--- src/rtl/fpu_pkg.sv ---
// Shared FPU types and constants for the binary32 adder.
package fpu_pkg;

    typedef struct packed {
        logic        sign;
        logic [7:0]  exp;
        logic [22:0] frac;
    } fp32_t;

    localparam int          EXP_BIAS = 127;
    localparam int          EXP_MAX  = 255;
    localparam logic [31:0] QNAN     = 32'h7FC00000;
    localparam logic [31:0] POS_INF  = 32'h7F800000;

    typedef enum logic [2:0] {
        IDLE, ALIGN, ADD, NORM, ROUND, DONE
    } add_state_t;

    typedef enum logic [2:0] {
        CLS_ZERO, CLS_SUB, CLS_NORM, CLS_INF, CLS_NAN
    } fp_class_t;

endpackage

--- src/rtl/fp32_unpack.sv ---
// Operand classification and hidden-bit insertion.
// FP32_ADD_SUBNORMAL_EN keeps subnormals; otherwise they read as zero.
module fp32_unpack
    import fpu_pkg::*;
(
    input  logic [31:0] op,
    output fp_class_t   cls,
    output logic        sign,
    output logic [9:0]  exp,
    output logic [23:0] man
);

    fp32_t f;
    assign f = fp32_t'(op);

    always_comb begin
        sign = f.sign;
        exp  = {2'b00, f.exp};
        man  = {1'b1, f.frac};
        cls  = CLS_NORM;
        if (f.exp == 8'hFF) begin
            cls = (f.frac == '0) ? CLS_INF : CLS_NAN;
        end else if (f.exp == 8'h00) begin
            exp = 10'd1;
            man = {1'b0, f.frac};
            if (f.frac == '0) begin
                cls = CLS_ZERO;
            end else begin
`ifdef FP32_ADD_SUBNORMAL_EN
                cls = CLS_SUB;
`else
                cls = CLS_ZERO;
`endif
            end
        end
    end

endmodule

--- src/rtl/fp32_add_seq.sv ---
// Multi-cycle binary32 adder, RNE, serial aligner.
// Define FP32_ADD_SUBNORMAL_EN for subnormal support (else flush-to-zero).
module fp32_add_seq
    import fpu_pkg::*;
#(
    parameter int MAX_ALIGN = 27
) (
    input  logic        CLK,
    input  logic        nRST,
    input  logic        in_valid,
    output logic        in_ready,
    input  logic [31:0] op_a,
    input  logic [31:0] op_b,
    output logic        out_valid,
    input  logic        out_ready,
    output logic [31:0] result,
    output logic [2:0]  flags
);

    localparam logic [9:0] MAX_A10 = 10'(MAX_ALIGN);
    localparam logic [4:0] MAX_A5  = 5'(MAX_ALIGN);
    localparam logic [9:0] EMAX10  = 10'(EXP_MAX);

    add_state_t  state, state_n;
    fp_class_t   cls_a, cls_b;
    logic        sa, sb;
    logic [9:0]  ea, eb;
    logic [23:0] ma, mb;

    logic        l_sign, s_sign, r_sign, special;
    logic [9:0]  l_exp, e;
    logic [26:0] l_man, s_man;
    logic [27:0] m;
    logic [4:0]  cnt;
    logic [31:0] spec_res;
    logic [2:0]  spec_flg;

    fp32_unpack u_unpack_a (.op(op_a), .cls(cls_a), .sign(sa), .exp(ea), .man(ma));
    fp32_unpack u_unpack_b (.op(op_b), .cls(cls_b), .sign(sb), .exp(eb), .man(mb));

    assign in_ready  = (state == IDLE);
    assign out_valid = (state == DONE);

    logic        a_big;
    logic [9:0]  diff;
    logic [4:0]  cnt0;
    assign a_big = (ea >= eb);
    assign diff  = a_big ? ea - eb : eb - ea;
    assign cnt0  = (diff > MAX_A10) ? MAX_A5 : diff[4:0];

    logic        sp;
    logic [31:0] sp_res;
    logic [2:0]  sp_flg;
    always_comb begin
        sp     = 1'b1;
        sp_res = '0;
        sp_flg = '0;
        if (cls_a == CLS_NAN || cls_b == CLS_NAN) begin
            sp_res = QNAN;
            sp_flg = 3'b100;
        end else if (cls_a == CLS_INF && cls_b == CLS_INF && sa != sb) begin
            sp_res = QNAN;
            sp_flg = 3'b100;
        end else if (cls_a == CLS_INF) begin
            sp_res = {sa, POS_INF[30:0]};
        end else if (cls_b == CLS_INF) begin
            sp_res = {sb, POS_INF[30:0]};
        end else if (cls_a == CLS_ZERO && cls_b == CLS_ZERO) begin
            sp_res = {sa & sb, 31'b0};
        end else if (cls_a == CLS_ZERO) begin
            sp_res = op_b;
        end else if (cls_b == CLS_ZERO) begin
            sp_res = op_a;
        end else begin
            sp = 1'b0;
        end
    end

    // Unlike signs: the anchor may still be the smaller magnitude when exps tie.
    logic        same, l_ge, sum_sign;
    logic [27:0] sum;
    assign same     = (l_sign == s_sign);
    assign l_ge     = (l_man >= s_man);
    assign sum      = same ? {1'b0, l_man} + {1'b0, s_man}
                    : l_ge ? {1'b0, l_man} - {1'b0, s_man}
                    :        {1'b0, s_man} - {1'b0, l_man};
    assign sum_sign = (same || l_ge) ? l_sign : s_sign;

    logic        inc, inexact, hid;
    logic [24:0] rnd;
    logic [22:0] frac;
    logic [9:0]  e_r;
    logic [31:0] rnd_res;
    logic [2:0]  rnd_flg;
    always_comb begin
        inexact = |m[2:0];
        inc     = m[2] & (m[3] | m[1] | m[0]);
        rnd     = {1'b0, m[26:3]} + {24'b0, inc};
        if (rnd[24]) begin
            frac = rnd[23:1];
            hid  = 1'b1;
            e_r  = e + 10'd1;
        end else begin
            frac = rnd[22:0];
            hid  = rnd[23];
            e_r  = e;
        end
        rnd_res = {r_sign, e_r[7:0], frac};
        rnd_flg = {2'b00, inexact};
        if (e_r >= EMAX10) begin
            rnd_res = {r_sign, POS_INF[30:0]};
            rnd_flg = 3'b011;
        end else if (!hid) begin
`ifdef FP32_ADD_SUBNORMAL_EN
            rnd_res = {r_sign, 8'h00, frac};
`else
            rnd_res = {r_sign, 31'b0};
            rnd_flg = 3'b001;
`endif
        end
    end

    always_comb begin
        state_n = state;
        unique case (state)
            IDLE:  if (in_valid) state_n = sp ? ADD : ALIGN;
            ALIGN: if (cnt <= 5'd1) state_n = ADD;
            ADD: begin
                if (special)                state_n = ROUND;
                else if (sum == '0)         state_n = DONE;
                else if (sum[27] || !sum[26]) state_n = NORM;
                else                        state_n = ROUND;
            end
            NORM: begin
                if (m[27] || m[26] || e == 10'd1) state_n = ROUND;
                else if (m[25] || e == 10'd2)     state_n = ROUND;
            end
            ROUND: state_n = DONE;
            DONE:  if (out_ready) state_n = IDLE;
            default: state_n = IDLE;
        endcase
    end

    always_ff @(posedge CLK or negedge nRST) begin
        if (!nRST) state <= IDLE;
        else       state <= state_n;
    end

    always_ff @(posedge CLK or negedge nRST) begin
        if (!nRST) begin
            l_sign   <= 1'b0;
            s_sign   <= 1'b0;
            r_sign   <= 1'b0;
            special  <= 1'b0;
            l_exp    <= '0;
            e        <= '0;
            l_man    <= '0;
            s_man    <= '0;
            m        <= '0;
            cnt      <= '0;
            spec_res <= '0;
            spec_flg <= '0;
            result   <= '0;
            flags    <= '0;
        end else begin
            unique case (state)
                IDLE: if (in_valid) begin
                    special  <= sp;
                    spec_res <= sp_res;
                    spec_flg <= sp_flg;
                    cnt      <= cnt0;
                    l_sign   <= a_big ? sa : sb;
                    s_sign   <= a_big ? sb : sa;
                    l_exp    <= a_big ? ea : eb;
                    l_man    <= a_big ? {ma, 3'b000} : {mb, 3'b000};
                    s_man    <= a_big ? {mb, 3'b000} : {ma, 3'b000};
                end
                ALIGN: if (cnt != '0) begin
                    s_man <= {1'b0, s_man[26:2], s_man[1] | s_man[0]};
                    cnt   <= cnt - 5'd1;
                end
                ADD: begin
                    m      <= sum;
                    e      <= l_exp;
                    r_sign <= sum_sign;
                    if (!special && sum == '0) begin
                        result <= '0;
                        flags  <= '0;
                    end
                end
                NORM: begin
                    if (m[27]) begin
                        m <= {1'b0, m[27:2], m[1] | m[0]};
                        e <= e + 10'd1;
                    end else if (!m[26] && e != 10'd1) begin
                        m <= {m[26:0], 1'b0};
                        e <= e - 10'd1;
                    end
                end
                ROUND: begin
                    result <= special ? spec_res : rnd_res;
                    flags  <= special ? spec_flg : rnd_flg;
                end
                default: ;
            endcase
        end
    end

endmodule

--- config.mk ---
export PLATFORM = sky130hd
export DESIGN_NAME = fp32_add_seq
export DESIGN_NICKNAME = d
export VERILOG_FILES = /design/src/rtl/fpu_pkg.sv /design/src/rtl/fp32_unpack.sv /design/src/rtl/fp32_add_seq.sv
export SDC_FILE = /design/constraint.sdc
export NUM_CORES = 1
export LEC_CHECK = 0
export CAP_MARGIN = 20
export CORE_ASPECT_RATIO = 1.25
export CORE_MARGIN = 2
export CORE_UTILIZATION = 55
export CTS_BUF_LIST = sky130_fd_sc_hd__clkbuf_8 sky130_fd_sc_hd__clkbuf_16
export DETAILED_ROUTE_END_ITERATION = 7
export HOLD_SLACK_MARGIN = 0.06
export MAX_ROUTING_LAYER = met4
export PLACE_DENSITY = 0.75
export SYNTH_ARGS = -nofsm -noshare
export SYNTH_HDL_FRONTEND = slang
export SYNTH_SLANG_ARGS = --single-unit
--- constraint.sdc ---
create_clock -name CLK -period 8.2 [get_ports CLK]
set_input_delay 1.64 -clock CLK [delete_from_list [all_inputs] [get_ports CLK]]
set_output_delay 1.64 -clock CLK [all_outputs]
set_load 0.01 [all_outputs]
* Yosys cells after proc, flatten, opt, wreduce, memory -nomap -nowiden *
Cells that the tools add are included.

word-level totals
  flip-flop bits (word level) = 184
  bits of input ports = 68
  output and inout bits = 37
  word-level logic and storage cells = 166

cells by class
  $add $sub $neg = 9
  order comparisons = 5
  equal/unequal tests = 23
  mux-type cells = 75
  bitwise operators = 6
  reduce and logical (&&, ||, !) cells = 32

operators with widths
  operator              count
  $mux W32              9
  $mux W28              4
  $mux W27              4
  $mux W24              4
  $mux W10              7
  $pmux W32 S2          1
  $mux W31              2
  $pmux W28 S2          1
  $sub A27 B27 Y28      2
  $pmux W27 S2          1
  $mux W3               16
  $logic_not A23 Y1     2
  $add A27 B27 Y28      1
  $logic_not A28 Y1     1
  $ge A27 B27 Y1        1
  $add A24 B1 Y25       1
  $mux W23              1
  $pmux W10 S2          1
  $sub A10 B10 Y10      2
  $pmux W3 S6           1
  $eq A8 B8 Y1 const B  2
  $logic_not A8 Y1      2
  $mux W8               2
  $mux W5               3
  other kinds (34)      79

* Logic depth before layout (Yosys ltp) *
Gate-level depths: netlist of the first run.

  depth after elaboration = 14
  depth in mapped cells = 20
  gate-level depth less buffers = 18

* By module *
From an unflattened synthesis of the first run, not the netlist that was laid out.

second synthesis, totals
  cells, all modules = 2065
  area, all modules = 15912.8 um^2

modules (own cells, without submodules)
  module        times used  cells each  area an instance (um^2)  seq. area each (um^2)
  fp32_add_seq  1           1957        15184.6                  4479.3
  fp32_unpack   2           54          364.1                    0.0

* Worst setup path before layout of the first run *
OpenSTA, ideal clock, no wires.

  path kind = input to register
  start = input op_a[27]
  end = register cnt[2]
  library setup time = 0.126 ns
  arrival time = 5.299 ns
  required time = 8.074 ns
  slack = 2.775 ns
  stages = 18
  buffers on the path = 2
  cell sequence = clkbuf_1 nor4_1 nand2_1 nand2b_1 inv_1 ha_1 inv_1 fa_1 a21o_1 a21oi_1 maj3_1 o21a_1 o21bai_1 clkbuf_1 mux2_2 xnor2_1 a311oi_1 a221o_1

between the ends
  longest elaborated chain between the ends = 9
  elaborated cells between the ends (all ways) = 12
  classes of those cells = add/sub: 2; order compare: 2; eq/ne: 1; mux: 6; reduce/logical: 1

ends and longest elaborated chain
  what                                                       RTL line                                text
  start, declared                                            fp32_add_seq.sv:12                      input logic [31:0] op_a,
  $logic_not A8 Y1                                           fp32_unpack.sv:23                       end else if (f.exp == 8'h00) begin
  $mux W8                                                    fp32_unpack.sv:23
  $mux W10 *                                                 fp32_unpack.sv:21                       if (f.exp == 8'hFF) begin
  $sub A10 B10 Y10 / $ge A10 B10 Y1 (equally long branches)  fp32_add_seq.sv:48, fp32_add_seq.sv:47
  $mux W10 *                                                 fp32_add_seq.sv:48                      assign diff = a_big ? ea - eb : eb - ea;
  $gt A10 B5 Y1                                              fp32_add_seq.sv:49                      assign cnt0 = (diff > MAX_A10) ? MAX_A5 : diff[4:0];
  $mux W5 *                                                  fp32_add_seq.sv:49
  $mux W5 *                                                  fp32_add_seq.sv:167                     IDLE: if (in_valid) begin
  $pmux W5 S2 *                                              fp32_add_seq.sv:166                     unique case (state)
  end signal, assigned                                       fp32_add_seq.sv:171                     cnt <= cnt0;
  end signal, assigned                                       fp32_add_seq.sv:180                     cnt <= cnt - 5'd1;
  end, declared                                              fp32_add_seq.sv:34                      logic [4:0] cnt;

Every way passes the cells marked *; elsewhere a longest branch is shown, timed or not. The select of a mux whose other input is x is not followed.
A chain may end at the register's enable or synchronous reset.

* Final worst setup path of the first run *
  start = input op_a[27]
  end = register cnt[0]

Same word-level chain as after synthesis.

==> results.cfg, run 1 <==
[placed_design]
place.gp.congestion = 0.999
numPortBuffers = 104
dpl.cell_count = 2373
post_dp_cell_area_um2 = 16700
dp_slack_ps = 1780
dp_hpwl_um = 45000

[finish]
final_area_um2 = 17400
register_area_um2 = 4430
fillers = 2579
finish.utilization = 0.615
drive_gt1_frac = 0.0692
fin_nets = 2208
multiInputGateArea_um2 = 10200
fin_cells = 2409
area_delta_synth_final_pct = 10.8

[routing]
vias_per_cell = 6.69
drc = 0
wl_um = 59100
vias = 16100
ant_nets = 0
drtPass1Iterations = 7
wl_per_cell_um = 24.5
first_iter_violations = 1888

[grt]
overflow = 0
grt_use_total = 0.405
grt_pass1_vias = 15400
grt_max_degree = 109
antenna_found_initial = 3
grt_pass1_wl_um = 89800

[min_path]
hp-start = spec_res[0]
min_path_type = flop to flop
hold-path-endpoint = spec_res[0]
holdPathStages = 2

[setup_path]
r2r_end = result[24]
slowest_stage = clkdlybuf4s50_1
r2r_cells = 14
crit_chain = clkdlybuf4s50_1, nor4_1, nand2_1, buf_4, nand2b_1, inv_1, ha_1, inv_1, fa_1, a21o_1, a21oi_1, maj3_1, o21a_1, o21bai_4, mux2i_1, a221o_1, a31oi_1, xnor2_1, a311oi_1, a221oi_1
r2r-start = l_man[21]
slowest_delay_ps = 580
arrival_ps = 6240
cp_max_fo = 27
cp-end-kind = flop
rrSetupSlack_ps = 2830
critical_path_class = input pin to flop
critPathRequiredTime_ps = 8500
startpoint_type = input pin
cp_common_cell = inv_1

[sta]
slew_viol_final = 0
fin_ws_ps = 2260
finalSetupViolations = 0
slew-limit-headroom = 0.327
hold_viol_final = 0
skew_ps = 17.9
tightest_slew_ps = 1010
finalSetupTns_ps = 0
holdWs_ps = 483
finalCritPeriodShare = 0.725
rsz0062_at_grt = no
fmax_ghz = 0.168
period_needed_ps = 5940

[yosys]
synth_cell_types = 94
syn_area_um2 = 15700
ys_ff_latch = 177
async_reset_ff_frac = 1.00
avgSynthCellArea_um2 = 7.67
synth-edff-count = 0
ys_seq_area_frac = 0.283
syn_inst = 2043
synth_ff_type = dfrtp_1
syn_nets = 2212
yosys_warnings = 0

[power]
p_leak_nw = 7.29
p_total_mw = 8.22
ir_drop_uv = 281
powerDensity_nw_per_um2 = 473

[floorplanning]
start_util = 0.555
core_area_um2 = 28200
io_pins = 105
die_w_um = 155
std_cell_rows = 69
fp.dieArea_um2 = 29900
die_h_um = 193

[clock_network]
cts_root_buf = clkbuf_16
cts_resized = 0
clock_latency_ps = 450
cts_setup_buffers = 0
cts_sinks = 177
numCtsBuffers = 17
cts.path.max_buffers = 2
cts.clk_slew.worst_paths_ps = 70
cts-htree-levels = 4
hold_buffers = 0
cts_tree = done

[run]
maxCapViolations = 0

[run_status]
status = complete, no violations
placed cells by master (no fill, tap or decap), types with 24 or more instances in the layout:
cell type        Yosys  routed
o211ai_1            31      31
a31oi_1             24      24
nor2_1             158     156
xnor2_1             38      37
nand4_1             28      28
a22oi_1             27      27
clkdlybuf4s50_1      0     103
o21ai_0            212     212
inv_1              106     106
a21oi_1            165     164
ha_1                97      97
mux2i_1             56      56
nand3_1             47      47
nor2_2              31      31
nor3_1              46      45
dfrtp_1            177     176
nand2_1            259     258
worst max-delay path: cells and delay by family:
| kind | cells | cell delay (ps) |
|---|---|---|
| AOI/OAI and AO/OA | 8 | 1950 |
| buffers and inverters | 4 | 960 |
| adders and majority gates | 3 | 760 |
| and+or+nand+nor | 3 | 650 |
| muxes | 1 | 150 |
| xor gates and xnor gates | 1 | 120 |
sequential cells by signal, summed over array words and instances (netlist names):
| signal | cells |
|---|---|
| l_sign | 1 |
| spec_res | 32 |
| flags | 3 |
| special | 1 |
| cnt | 5 |
| e | 10 |
| s_man | 27 |
| spec_flg | 1 |
| l_man | 24 |
| s_sign | 1 |
| l_exp | 8 |
| m | 28 |
| state | 3 |
| r_sign | 1 |
| result | 32 |
cell usage after synthesis (all sizes together) (6+ instances only):
library cell | instances | area share
ha | 97 | 0.077
o21a | 18 | 0.0086
mux2i | 56 | 0.036
o22ai | 8 | 0.0032
and4 | 9 | 0.0050
nand4 | 28 | 0.011
a21o | 14 | 0.0067
clkbuf | 114 | 0.029
a22oi | 27 | 0.013
nand2b | 11 | 0.0044
nand3 | 48 | 0.016
o211ai | 31 | 0.015
or3 | 18 | 0.0072
a221oi | 19 | 0.011
o2111ai | 8 | 0.0045
nor4 | 23 | 0.010
xor2 | 15 | 0.0084
a31oi | 24 | 0.0096
or2 | 10 | 0.0040
nor3 | 46 | 0.015
inv | 106 | 0.025
nor2b | 16 | 0.0064
xnor2 | 38 | 0.021
a222oi | 16 | 0.010
buf | 32 | 0.013
a211o | 8 | 0.0046
nand2 | 261 | 0.063
o31ai | 18 | 0.0086
nor2 | 189 | 0.050
a21oi | 169 | 0.056
o21bai | 12 | 0.0057
a2111oi | 10 | 0.0056
o21ai | 217 | 0.070
o221ai | 6 | 0.0038
dfrtp | 177 | 0.28
and3 | 20 | 0.0081
and2 | 13 | 0.0052
a221o | 10 | 0.0066
a211oi | 21 | 0.011
routing by layer:
layer  up-vias  part of all wire  global-route usage
li1       7359                 -                   -
met1      7687              0.38               0.477
met2       876              0.47               0.647
met3       206             0.065              0.0474
met4         0             0.086               0.289
met5         -                 0                   -
cells by family (layout without fill, tap and decap cells):
kind of cell             after synthesis  count (layout)  share of synthesized area
adder cells (fa/ha/maj)              103             103                     0.0838
flip-flops                           177             177                      0.283
AO/OA/AOI/OAI                        676             676                      0.277
AND/OR/NAND/NOR                      716             716                      0.218
other                                  0               2                          0
buffers and inverters                258             267                     0.0707
XOR/XNOR                              53              53                     0.0296
multiplexers                          60              60                     0.0386
power by group:
part / total (mW) / switching, mW / internal [mW]
clock network: 0.879 / 0.431 / 0.448
registers: 1.73 / 0.549 / 1.18
logic: 5.61 / 3.65 / 1.96
final cells by class:
class,count,share of cell area
Inverter,108,0.0233
Antenna cell,2,0.000288
Tap cell,355,0.0256
Clock buffer,17,0.0245
Sequential cell,177,0.255
Timing Repair Buffer,127,0.0717
Clock inverter,15,0.0117
Multi-Input combinational cell,1608,0.588
how the worst max path moves through the flow:
stage	startpoint	endpoint	slack, ps
after global routing	op_a[27]	cnt[0]	1810
final	op_a[27]	cnt[0]	2260
after CTS	op_a[27]	cnt[0]	2250
after floorplan	op_a[27]	cnt[2]	2770
after global placement	op_a[27]	cnt[0]	1860
after detailed placement	op_a[27]	cnt[0]	1780
Note: power is estimated with default switching activity, not from simulation.
==> inputs of run 2 (changes only) <==
PLACE_DENSITY = 0.78   (was 0.75)
clock period = 4.94 ns   (was 8.2 ns; I/O delays follow)
==> run 2 against run 1 <==
Via count up 2.8%; critical path depth decreased by 5; critical endpoint is now result[31]; largest power group unchanged; flip-flop and latch count did not move; non-clock buffer count rose by 117.
==> results.cfg, run 2 (synthesis results as in run 1) <==
[sta]
fmax_ghz = 0.208
skew_ps = 16.8
slew-limit-headroom = 0.227
tightest_slew_ps = 1130
hold_viol_final = 0
slew_viol_final = 0
finalCritPeriodShare = 0.971
holdWs_ps = 499
period_needed_ps = 4800
finalSetupViolations = 0
rsz0062_at_grt = no

[floorplanning]
std_cell_rows = 69
die_w_um = 155
io_pins = 105
start_util = 0.555
die_h_um = 193
core_area_um2 = 28200
fp.dieArea_um2 = 29900

[power]
p_leak_nw = 7.84
p_sw_mw = 8.10
ir_drop_uv = 421
pwr-share-clk = 0.095
swShare = 0.547
power_frac_comb = 0.725
p_int_mw = 6.71
p_seq_frac = 0.181
p_total_mw = 14.8
powerDensity_nw_per_um2 = 813

[setup_path]
path_delay_family = compound AO/OA/AOI/OAI gates
critical_path_class = flop to flop
startpoint_type = flop
cp-endpoint = result[31]
slowest_stage = or4_4
rrSetupSlack_ps = 140
arrival_ps = 5130
startpoint = l_man[4]
crit_chain = inv_1, ha_1, buf_4, a21oi_1, o221ai_2, o22ai_1, or3_1, a22oi_1, a311o_1, a211oi_1, nand4_1, or4_4, nor4_4, buf_12, a211oi_1
critPathRequiredTime_ps = 5270
cp_num_buf_inv = 3
cp-end-kind = flop
r2r_end = result[31]
r2r_cells = 15
path_depth = 15
cp_common_cell = a211oi_1
slowest_delay_ps = 590
cp_max_fo = 32
r2r-start = l_man[4]

[min_path]
min_path_type = flop to flop
hp-start = spec_res[23]

[run]
maxCapViolations = 0

[placed_design]
place.gp.congestion = 1.05
dp_hpwl_um = 47300
numPortBuffers = 104
dpl.cell_count = 2492

[finish]
final_cell_mix = nand2_1, o21ai_0, dfrtp_1
fin_nets = 2325
area_delta_synth_final_pct = 16.2
drive_gt1_frac = 0.119
final_common_cell = nand2_1
fillers = 2512
fin_cells = 2525
largestRegisters = result: 32 flops, spec_res: 32 flops, m: 28 flops

[routing]
vias_per_cell = 6.56
ant_nets = 0
wl_per_cell_um = 23.5
wl_um = 59400
drtPass1Iterations = 6
first_iter_violations = 1781
vias = 16600
drc = 0

[grt]
antenna_found_initial = 2
grt_pass1_vias = 15800
grt_max_degree = 93
overflow = 0
grt_pass1_wl_um = 90100
grt_use_total = 0.406

[clock_network]
cts_sinks = 177
cts_tree = done
hold_buffers = 0
cts.path.max_buffers = 2
cts.clk_slew.worst_paths_ps = 80
clock_latency_ps = 460
numCtsBuffers = 17
cts-htree-levels = 4
cts_root_buf = clkbuf_16

[run_status]
status = complete, no violations
[run 2: changes by cell type in the layout (fill, tap and decap cells not counted), moves of 2 or more]
| cell | previous run | this run |
|---|---|---|
| inv_8 | 6 | 2 |
| inv_6 | 0 | 4 |
| buf_4 | 20 | 137 |
| buf_12 | 1 | 3 |
[run 2: worst min-delay path by stage]
stage | depth (start not counted) | endpoint | slack [ps]
after floorplan | 2 | l_exp[3] | 440
after global placement | 2 | spec_res[24] | 460
after detailed placement | 2 | l_exp[6] | 480
after CTS | 2 | spec_res[4] | 500
after global routing | 2 | spec_res[30] | 530
final | 2 | spec_res[23] | 500
[run 2: through the flow]
stage	setup slack [ps]	utilization	instance area [µm²]	TNS, ps
6_report	143	0.645	18200	0
2_1_floorplan	167	-	15700	0
4_1_cts	256	0.645	18200	0
3_3_place_gp	9.88	0.624	17600	0
3_5_place_dp	-67.7	0.624	17600	-135
5_1_grt	42.1	0.645	18200	0
[run 2: routing by layer]
metal	vias to the layer above	wire length [µm]	GRT usage
met4	0	3290	0.210
met2	826	28100	0.663
met3	185	4280	0.0573
met5	-	0	-
met1	7977	23700	0.490
li1	7585	-	-
[run 2: layout make-up]
cell class	instances	area [µm²]	share of cell area
multi-input combinational	1608	10200	0.561
timing repair buffer	244	2130	0.117
antenna	1	2.50	0.000137
inverter	108	405	0.0222
sequential	177	4430	0.243
clock inverter	15	168	0.00920
clock buffer	17	425	0.0233
tap	355	444	0.0244
[run 2: worst reg2reg max path, delay by kind of cell (launching register included)]
family | cells | cell delay (ps)
adders and majority gates | 1 | 350
and+or+nand+nor | 4 | 1290
AOI/OAI and AO/OA | 7 | 2010
DFF | 1 | 500
buffers and inverters | 3 | 520
[run 2: what timing repair did]
| action | 4_1_cts | 5_1_grt |
|---|---|---|
| gates resized for setup | 0 | 1 |
| setup endpoints to repair | 0 | 20 |
| setup buffers | 0 | 0 |
[run 2: power groups by stage]
stage	registers (mW)	clock network (mW)	logic, mW
2_1_floorplan	2.41	0	6.59
6_report	2.68	1.40	10.7
5_1_grt	2.74	1.44	11.5
3_5_place_dp	2.68	0	10.4
3_3_place_gp	2.66	0	10.3
4_1_cts	2.66	1.40	10.4
==> inputs of run 3 (changes only) <==
DONT_BUFFER_PORTS = 1   (was not set)
PLACE_DENSITY = 0.73   (was 0.78)
==> run 3 against run 2 <==
Fmax up 2.0%; sequential share of layout area up 2.1 points; clock power about the same; routed wire length up 0.75%; critical path depth down 2; critical path type unchanged; critical endpoint unchanged; largest power group unchanged.
==> results.cfg, run 3 (synthesis results as in run 1) <==
[power]
pwr-share-clk = 0.100
p_seq_frac = 0.195
p_sw_mw = 8.05
p_leak_nw = 7.17
p_int_mw = 6.27
power_frac_comb = 0.705
ir_drop_uv = 564
powerDensity_nw_per_um2 = 854
swShare = 0.562

[sta]
tightest_slew_ps = 1090
slew-limit-headroom = 0.270
hold_viol_final = 0
finalSetupViolations = 0
finalCritPeriodShare = 0.952
rsz0062_at_grt = no
fmax_ghz = 0.213
finalSetupTns_ps = 0
holdWs_ps = 228
slew_viol_final = 0
skew_ps = 18.0
period_needed_ps = 4700

[floorplanning]
fp.dieArea_um2 = 29900
die_w_um = 155
std_cell_rows = 69
io_pins = 105
core_area_um2 = 28200
start_util = 0.555
die_h_um = 193

[routing]
first_iter_violations = 1897
drtPass1Iterations = 6
wl_per_cell_um = 25.3
drc = 0
vias_per_cell = 6.76
ant_nets = 0
vias = 16000
wl_um = 59900

[clock_network]
numCtsBuffers = 17
cts_tree = done
cts.path.max_buffers = 2
cts_sinks = 177
cts-htree-levels = 4
cts_root_buf = clkbuf_16
hold_buffers = 0
clock_latency_ps = 460
cts.clk_slew.worst_paths_ps = 80

[finish]
fillers = 2673
fin_cells = 2364
largestRegisters = result: 32 flops, spec_res: 32 flops, m: 28 flops
area_delta_synth_final_pct = 6.94
drive_gt1_frac = 0.101
fin_nets = 2164
final_cell_mix = nand2_1, o21ai_0, dfrtp_1
final_common_cell = nand2_1

[setup_path]
critPathRequiredTime_ps = 5260
arrival_ps = 5020
cp-end-kind = flop
startpoint_type = flop
critical_path_class = flop to flop
rrSetupSlack_ps = 240
r2r_end = result[31]
r2r-start = s_man[9]
r2r_cells = 13
cp_max_fo = 32

[min_path]
min_path_type = input pin to async pin

[grt]
grt_use_total = 0.404
grt_max_degree = 178
antenna_found_initial = 1
grt_pass1_vias = 14800
overflow = 0
grt_pass1_wl_um = 88700

[run_status]
status = complete, no violations

[placed_design]
dpl.cell_count = 2331
numPortBuffers = 0
dp_hpwl_um = 47100
place.gp.congestion = 1.00

[run]
maxCapViolations = 0
run 3: power by group through the flow:
stage | Clock, mW | Sequential [mW] | Combinational (mW)
finish | 1.43 | 2.79 | 10.1
global route | 1.49 | 2.85 | 10.8
CTS | 1.44 | 2.78 | 9.79
detailed placement | 0 | 2.81 | 9.74
global placement | 0 | 2.78 | 9.69
floorplan | 0 | 2.41 | 6.59
run 3: per-layer routing:
| layer | global-route usage | wire length [µm] | vias up |
|---|---|---|---|
| met2 | 0.668 | 28500 | 850 |
| met4 | 0.214 | 3690 | 0 |
| met5 | - | 0 | - |
| li1 | - | - | 7269 |
| met1 | 0.470 | 22700 | 7682 |
| met3 | 0.0707 | 5030 | 176 |
run 3: repair_timing:
item | CTS | global route
setup buffers | 0 | 0
setup endpoints to repair | 0 | 32
gates resized for setup | 0 | 5
run 3: how the worst max path moves through the flow:
stage | start | end | slack, ps | cells past startpoint
after floorplan | op_a[27] | cnt[2] | 170 | 18
after global placement | s_man[7] | result[31] | 260 | 14
after detailed placement | s_man[7] | result[31] | 230 | 13
after CTS | s_man[7] | result[31] | 190 | 13
after global routing | l_man[8] | result[31] | 60 | 15
final | s_man[9] | result[31] | 240 | 13
run 3: stage by stage:
step / util / power, mW / worst slack [ps] / cell area, µm²
after floorplan: - / 9.00 / 167 / 15700
after global placement: 0.571 / 12.5 / 261 / 16100
after detailed placement: 0.571 / 12.5 / 231 / 16100
after CTS: 0.593 / 14.0 / 185 / 16700
after global routing: 0.594 / 15.2 / 65.0 / 16800
final: 0.594 / 14.3 / 235 / 16800
run 3: area by class of cell:
class | count | area [µm²] | area share
clock inverters | 15 | 199 | 0.0119
multi-input cells | 1608 | 10200 | 0.610
flip-flops and latches | 177 | 4430 | 0.264
repair buffers | 83 | 636 | 0.0379
well taps | 355 | 444 | 0.0265
clock buffers | 17 | 425 | 0.0254
diodes | 1 | 2.50 | 0.000149
inverters | 108 | 405 | 0.0242
run 3: worst max-delay path: stages (launching register included):
cell and delay [ps]:
dfrtp_1 460, ha_1 370, a21oi_1 250, o21ai_1 150
a211oi_2 460, or2_1 470, a22oi_1 190, a311o_1 410
a211oi_1 310, nand4_1 170, or4_4 600, nor4_4 330
buf_12 270, a211oi_1 80
